`config.mk`:
```
export PLATFORM = sky130hd
export DESIGN_NAME = data_c_head_body_split
export DESIGN_NICKNAME = d
export VERILOG_FILES = /design/src/rtl/data_c_head_body_split.sv
export SDC_FILE = /design/constraint.sdc
export NUM_CORES = 1
export LEC_CHECK = 0
export BUFFER_PORTS_ARGS = -buffer_cell sky130_fd_sc_hd__buf_2
export CORE_AREA = 2 2 56 58
export DETAILED_ROUTE_END_ITERATION = 8
export DIE_AREA = 0 0 58 60
export GPL_ROUTABILITY_DRIVEN = 0
export PLACE_DENSITY = 0.73
export SYNTH_ARGS = -nofsm -noshare
export SYNTH_HDL_FRONTEND = slang
export SYNTH_SLANG_ARGS = --single-unit
```
`constraint.sdc`:
```
create_clock -name clock -period 1.3 [get_ports clock]
set_input_delay 0.065 -clock clock [delete_from_list [all_inputs] [get_ports clock]]
set_output_delay 0.065 -clock clock [all_outputs]
set_load 0.01 [all_outputs]
```
`src/rtl/data_c_head_body_split.sv`:
```
// data_c_head_body_split: routes the first HEAD_NUM beats of each frame to the
// head port and the remaining beats to the body port, each with its own last flag.
// Optional runt-frame padding is enabled by DATA_C_HEAD_BODY_SPLIT_RUNT_PAD_EN:
// a frame of at most HEAD_NUM beats then gets one PAD_DATA body beat and is
// counted in runt_cnt; without the macro runt frames emit no body beat.
module data_c_head_body_split #(
    parameter int unsigned             DSIZE    = 8,
    parameter int unsigned             HEAD_NUM = 4,
    parameter logic [DSIZE-1:0]        PAD_DATA = '0
) (
    input  logic             clock,
    input  logic             rst,
    input  logic [DSIZE-1:0] s_data,
    input  logic             s_valid,
    input  logic             s_last,
    output logic             s_ready,
    output logic [DSIZE-1:0] head_data,
    output logic             head_valid,
    output logic             head_last,
    input  logic             head_ready,
    output logic [DSIZE-1:0] body_data,
    output logic             body_valid,
    output logic             body_last,
    input  logic             body_ready,
    output logic [15:0]      runt_cnt
);

    localparam int unsigned CW = $clog2(HEAD_NUM + 1);

    typedef enum logic [1:0] {
        ST_HEAD = 2'd0,
        ST_BODY = 2'd1,
        ST_PAD  = 2'd2
    } state_t;

    state_t           state_q, state_d;
    logic [CW-1:0]    cnt_q, cnt_d;
    logic [DSIZE-1:0] head_data_q, head_data_d;
    logic             head_valid_q, head_valid_d;
    logic             head_last_q, head_last_d;
    logic [DSIZE-1:0] body_data_q, body_data_d;
    logic             body_valid_q, body_valid_d;
    logic             body_last_q, body_last_d;

    logic             head_free_c;
    logic             body_free_c;
    logic             accept_c;

    // A slot can take a new beat when empty or draining this cycle
    assign head_free_c = !head_valid_q || head_ready;
    assign body_free_c = !body_valid_q || body_ready;
    assign s_ready     = !rst && (((state_q == ST_HEAD) && head_free_c) ||
                                  ((state_q == ST_BODY) && body_free_c));
    assign accept_c    = s_valid && s_ready;

`ifdef DATA_C_HEAD_BODY_SPLIT_RUNT_PAD_EN
    logic [15:0] runt_q, runt_d;
`endif

    // Next-state: slot drain, head/body steering, runt padding
    always_comb begin
        state_d      = state_q;
        cnt_d        = cnt_q;
        head_data_d  = head_data_q;
        head_valid_d = head_valid_q;
        head_last_d  = head_last_q;
        body_data_d  = body_data_q;
        body_valid_d = body_valid_q;
        body_last_d  = body_last_q;
`ifdef DATA_C_HEAD_BODY_SPLIT_RUNT_PAD_EN
        runt_d       = runt_q;
`endif
        if (head_valid_q && head_ready) head_valid_d = 1'b0;
        if (body_valid_q && body_ready) body_valid_d = 1'b0;

        case (state_q)
            ST_HEAD: begin
                if (accept_c) begin
                    head_data_d  = s_data;
                    head_valid_d = 1'b1;
                    if (s_last) begin
                        head_last_d = 1'b1;
                        cnt_d       = '0;
`ifdef DATA_C_HEAD_BODY_SPLIT_RUNT_PAD_EN
                        state_d     = ST_PAD;
                        if (runt_q != 16'hFFFF) runt_d = runt_q + 16'd1;
`else
                        state_d     = ST_HEAD;
`endif
                    end else if (cnt_q == CW'(HEAD_NUM - 1)) begin
                        head_last_d = 1'b1;
                        cnt_d       = '0;
                        state_d     = ST_BODY;
                    end else begin
                        head_last_d = 1'b0;
                        cnt_d       = cnt_q + CW'(1);
                    end
                end
            end
            ST_BODY: begin
                if (accept_c) begin
                    body_data_d  = s_data;
                    body_valid_d = 1'b1;
                    body_last_d  = s_last;
                    if (s_last) state_d = ST_HEAD;
                end
            end
`ifdef DATA_C_HEAD_BODY_SPLIT_RUNT_PAD_EN
            ST_PAD: begin
                if (body_free_c) begin
                    body_data_d  = PAD_DATA;
                    body_valid_d = 1'b1;
                    body_last_d  = 1'b1;
                    state_d      = ST_HEAD;
                end
            end
`endif
            default: state_d = ST_HEAD;
        endcase
    end

    // State and output slot registers; reset discards any partial frame
    always_ff @(posedge clock or posedge rst) begin
        if (rst) begin
            state_q      <= ST_HEAD;
            cnt_q        <= '0;
            head_data_q  <= '0;
            head_valid_q <= 1'b0;
            head_last_q  <= 1'b0;
            body_data_q  <= '0;
            body_valid_q <= 1'b0;
            body_last_q  <= 1'b0;
        end else begin
            state_q      <= state_d;
            cnt_q        <= cnt_d;
            head_data_q  <= head_data_d;
            head_valid_q <= head_valid_d;
            head_last_q  <= head_last_d;
            body_data_q  <= body_data_d;
            body_valid_q <= body_valid_d;
            body_last_q  <= body_last_d;
        end
    end

`ifdef DATA_C_HEAD_BODY_SPLIT_RUNT_PAD_EN
    // Saturating runt-frame counter
    always_ff @(posedge clock or posedge rst) begin
        if (rst) runt_q <= '0;
        else     runt_q <= runt_d;
    end
    assign runt_cnt = runt_q;
`else
    assign runt_cnt = '0;
`endif

    assign head_data  = head_data_q;
    assign head_valid = head_valid_q;
    assign head_last  = head_last_q;
    assign body_data  = body_data_q;
    assign body_valid = body_valid_q;
    assign body_last  = body_last_q;

endmodule

```
Word level (Yosys, flattened, before mapping) --
Cells that the tools add are included. Widths: inputs -> output; s select.
Storage, ports and cells: bits of input ports 14, register bits 25, output and inout port bits 37, word-level logic and storage cells 47
Operators by class: add/subtract/negate cells 1, multiplexer cells 16, equal/unequal tests 6, reductions and logical operators 16
Operator list (number):
- $mux 2 | 5
- $mux 1 | 8
- $logic_and 1x1->1 | 6
- $mux 3 | 2
- $ne 2x2->1 const B | 3
- $pmux 2 s2 | 1
- $reduce_and 2->1 | 2
- $reduce_and 4->1 | 1
- $add 3x1->3 const B | 1
- $eq 3x2->1 const B | 1
- $logic_not 1->1 | 3
- $logic_or 1x1->1 | 3
- $ne 3x2->1 const B | 1
- $eq 2x1->1 const B | 1
- $logic_not 2->1 | 1

Longest topological paths before layout --
depth after elaboration 8, depth in mapped cells 4, depth with buffers taken out 4

Least setup slack after synthesis --
Ideal clock, no wire load.
kind register to register, start register head_valid_q, in the netlist head_valid, end register head_data_q[3], in the netlist head_data[3], buffers on the path 1, cell stages (with the launch flop) 5, required time 1175 ps, data arrival time 1334 ps, clock period less this slack 1459 ps, path slack -159 ps, library setup time 125 ps, cell sequence dfrtp_1 -> and2b_1 -> or3_1 -> buf_6 -> mux2_4
On the way: word-level cells in the longest chain between the ends 7
RTL lines:
- start: declaration | line 39 | logic head_valid_q, head_valid_d;
- start signal: assignment | line 137 | head_valid_q <= head_valid_d;
- $logic_not 1->1 | line 50 | assign head_free_c = !head_valid_q || head_ready;
- $logic_or 1x1->1 | line 50
- $logic_and 1x1->1 | line 52 | assign s_ready = !rst && (((state_q == ST_HEAD) && head_free_c) ||
- $logic_or 1x1->1 | line 52
- $logic_and 1x1->1 | line 52
- $logic_and 1x1->1 | line 54 | assign accept_c = s_valid && s_ready;
- $reduce_and 2->1 (no source line)
- end signal: assignment | line 136 | head_data_q <= head_data_d;
- end: declaration | line 38 | logic [DSIZE-1:0] head_data_q, head_data_d;
No other way between the ends. A chain may end at the register's enable or synchronous reset.

Final worst setup path --
start register head_valid_q, in the netlist head_valid, end register head_data_q[7], in the netlist head_data[7]
Same word-level chain as after synthesis.

==> results by stage <==
Logic synthesis:
- Counting flops and latches in the post-synthesis netlist gives 24.
- The netlist area before placement is 1140 µm².
- The cell count after synthesis came out at 88.
- Dividing the synthesized area by the synthesized cell count gives 13.0 µm².
- For this run, the register share of the synthesized area comes to 0.525.
- The number of distinct library cells after synthesis is 23.
- The Yosys warning count is 0.

Placement:
- The setup slack at placement is -0.144 ns.
- Detailed placement finished with a half-perimeter wire length of 1630 µm.
- In this run the tool buffered the top-level ports with 34 buffer cells.

Power:
- Of the total power, the share spent switching nets is 0.318.
- For this design the total switching power over the nets is 0.928 mW.
- The share of total power dissipated in sequential elements is 0.415.
- The total leakage power is 0.862 nW.
- The worst voltage drop across the vdd grid is 1.09 mV.
- The internal cell power is 1.99 mW.
- Of the total power, the clock network draws 0.132.
- The combinational group share of total power is 0.453.
- The power density of the placed cells is 1830 nW/µm².

Run:
- The number of violations of the max-capacitance limit is 0.

Layout:
- The library cell used most frequently in the layout, excluding fill and tap cells, is sky130_fd_sc_hd__buf_2.
- The repair_antennas step left the layout with diodes totalling 0.
- Leaving out fill and tap cells, the most frequent cells in the layout are sky130_fd_sc_hd__buf_2 (34), sky130_fd_sc_hd__dfrtp_1 (24), sky130_fd_sc_hd__mux2_4 (19).
- The share of layout cells above drive strength 1 is 0.538.
- From synthesis to final layout, the design area changed by 39.4%.
- After the last flow step, the layout net total stands at 161.

Drt:
- The violation count after the first detailed-routing iteration is 10.
- In the routed layout, each cell is associated on average with a via count of 4.72.
- The DRC violation count after routing is 0.
- The number of detailed-route iterations in the first pass is 4.
- The number of nets with antenna violations after detailed routing is 0.
- Detailed routing inserted a total of 840 vias.
- Dividing the detail-routed wire length by the instance count gives 14.2 µm.
- The routed design has 2530 µm of wire.

CTS:
- The cell sitting at the root of the clock tree is a sky130_fd_sc_hd__clkbuf_4.
- The clock transition at the registers of the reported paths is 0.13 ns.
- The maximum buffer depth of the clock tree is 2.
- Clock tree synthesis inserted a total of 3 buffers.
- TritonCTS built the clock tree.
- The number of clock sinks is 24.
- The worst-skew pair later-pin latency is 0.31 ns.
- The number of H-tree levels is 1.

STA:
- The final count of pins violating max slew is 0.
- The smallest setup slack after layout is -0.154 ns.
- The achievable frequency is 0.688 GHz.
- The ratio of final minimum period to clock period is 1.12.
- The hold slack is 0.0263 ns.
- The final-report hold violation count is 0.
- The clock arrives with 0.00661 ns of skew.
- Setup repair after global routing could not meet its margin everywhere.
- The final critical path time including I/O delays and setup is 1.45 ns.
- The final-report setup violation count is 23.

Worst setup path:
- The type of element capturing the critical path is a flop.
- The kind of start point of the critical path is a flop.
- The kind of critical path is reg2reg.
- The biggest cell delay along the critical path is 0.40 ns.
- Among all stages on the critical path, the largest delay is contributed by sky130_fd_sc_hd__dfrtp_1.
- The signal on the critical path passes through and2b_1 -> or3_1 -> buf_6 -> mux2_4.
- At the worst endpoint, the arrival time is 1.66 ns.
- STA puts the critical path data required time at 1.50 ns.
- The top fanout value on the critical path is 7.

Global route:
- The largest net degree at the start of global routing is 25.
- The global routing met1 resource utilization is 0.171.
- The routing usage on met2 is 0.239.
- The layer with the highest usage after global routing is met2.
- The first global-routing pass estimated 3680 µm of wire.
- The global routing usage summed across all routing layers is 0.142.
- The via count of the first global-routing pass is 813.
- The number of antenna violations at the first check in global routing is 0.
- The met3 track utilization from global routing is 0.0238.
- The residual overflow from global routing is 0.

Floorplanning:
- The count of standard-cell rows is 20.
- The core region area is 2900 µm².
- The floorplan step defined a die boundary enclosing 3480 µm².
- The initial core utilization is 0.394.
- The number of primary I/O pins is 51.
- The chip height is 60 µm.
- The die outline width is 58 µm.

Status:
- The run finished, with violations left.
- The final reports fail on negative setup slack.

Min path:
- The tightest min-delay check is of the in2reg type.
## per-layer routing
layer / share of wire / wire length [µm] / vias up
met5: 0 / 0 / -
met4: 0.017 / 43 / 0
met3: 0.053 / 133 / 6
met2: 0.52 / 1310 / 42
met1: 0.41 / 1040 / 416
li1: - / - / 376
## kinds of logic (layout without fill, tap and decap cells)
logic type,Yosys count,in the layout,synth area share
AO/OA/AOI/OAI,4,4,0.0252
flip-flops,24,24,0.525
other,1,16,0.00328
adder cells (fa/ha/maj),1,1,0.0109
multiplexers,20,20,0.212
buffers and inverters,19,61,0.125
AND/OR/NAND/NOR,19,19,0.0985
## power by group through the flow
stage                     logic (mW)  clock network, mW  registers [mW]
after floorplan                0.502                  0            1.33
after global placement         0.989                  0            1.19
after detailed placement        1.02                  0            1.20
after CTS                       1.24              0.394            1.20
after global routing            1.41              0.434            1.24
final                           1.32              0.384            1.21
## critical path, delay by kind of cell, from the launching register on
kind / cells / cell delay (ns)
flip-flops: 1 / 0.40
buffers and inverters: 1 / 0.15
multiplexers: 1 / 0.29
AND/OR/NAND/NOR: 2 / 0.50
## cell usage after synthesis
library cell,instances,area share
sky130_fd_sc_hd__o31ai_1,1,0.0066
sky130_fd_sc_hd__nor2b_1,3,0.016
sky130_fd_sc_hd__mux2_4,5,0.066
sky130_fd_sc_hd__buf_6,1,0.0098
sky130_fd_sc_hd__inv_1,1,0.0033
sky130_fd_sc_hd__nand2b_1,2,0.011
sky130_fd_sc_hd__nor3_1,1,0.0044
sky130_fd_sc_hd__nor2_1,3,0.0098
sky130_fd_sc_hd__mux2_2,14,0.14
sky130_fd_sc_hd__conb_1,1,0.0033
sky130_fd_sc_hd__o21ai_0,1,0.0044
sky130_fd_sc_hd__and2b_1,1,0.0066
sky130_fd_sc_hd__and3_1,2,0.011
sky130_fd_sc_hd__or3_1,1,0.0055
sky130_fd_sc_hd__buf_4,17,0.11
sky130_fd_sc_hd__nand2_1,4,0.013
sky130_fd_sc_hd__ha_1,1,0.011
sky130_fd_sc_hd__mux2i_1,1,0.0088
sky130_fd_sc_hd__o21a_1,1,0.0066
sky130_fd_sc_hd__nand2b_4,1,0.012
sky130_fd_sc_hd__o22a_1,1,0.0077
sky130_fd_sc_hd__nor3_2,1,0.0088
sky130_fd_sc_hd__dfrtp_1,24,0.53
## layout make-up
class                   instances  area (µm²)
fillers                       235        1310
flip-flops and latches         24         601
multi-input cells              60         538
repair buffers                 56         374
well taps                      33        41.3
clock buffers                   4        36.3
inverters                       1        3.75
## sequential cells by signal, indices dropped and copies added (netlist names)
register    cells
body_last       1
body_valid      1
head_data       8
body_data       8
head_last       1
cnt_q           3
state_q         1
head_valid      1
## stage by stage
step	cells	setup TNS (ns)	util	power, mW	instance area, µm²
finish	178	-1.62	0.549	2.91	1590
global route	178	-2.48	0.549	3.09	1590
CTS	174	-1.23	0.534	2.84	1550
detailed placement	160	-1.28	0.459	2.22	1330
global placement	160	-0.782	0.459	2.18	1330
floorplan	103	-1.01	-	1.83	1200
## timing repair
action	CTS	global route
cloned	0	0
endpoints found under the hold margin	35	2
resized for setup	23	3
setup buffers	3	4
pin swaps	2	2
endpoints found under the setup margin	20	24
hold buffers	7	1
## final timing paths
path | from | to | slack, ns | cells past startpoint
worst min-delay path | s_data[4] | body_data[4] | 0.03 | 2
max in group asynchronous | rst | body_data[6] | 0.71 | 4
worst max-delay path | head_valid | head_data[7] | -0.15 | 4
worst max register to register | head_valid | head_data[7] | -0.15 | 4
min in group asynchronous | rst | body_valid | 0.36 | 4
worst min register to register | cnt_q[2] | cnt_q[2] | 0.51 | 1
Note: power is estimated with default switching activity, not from simulation.
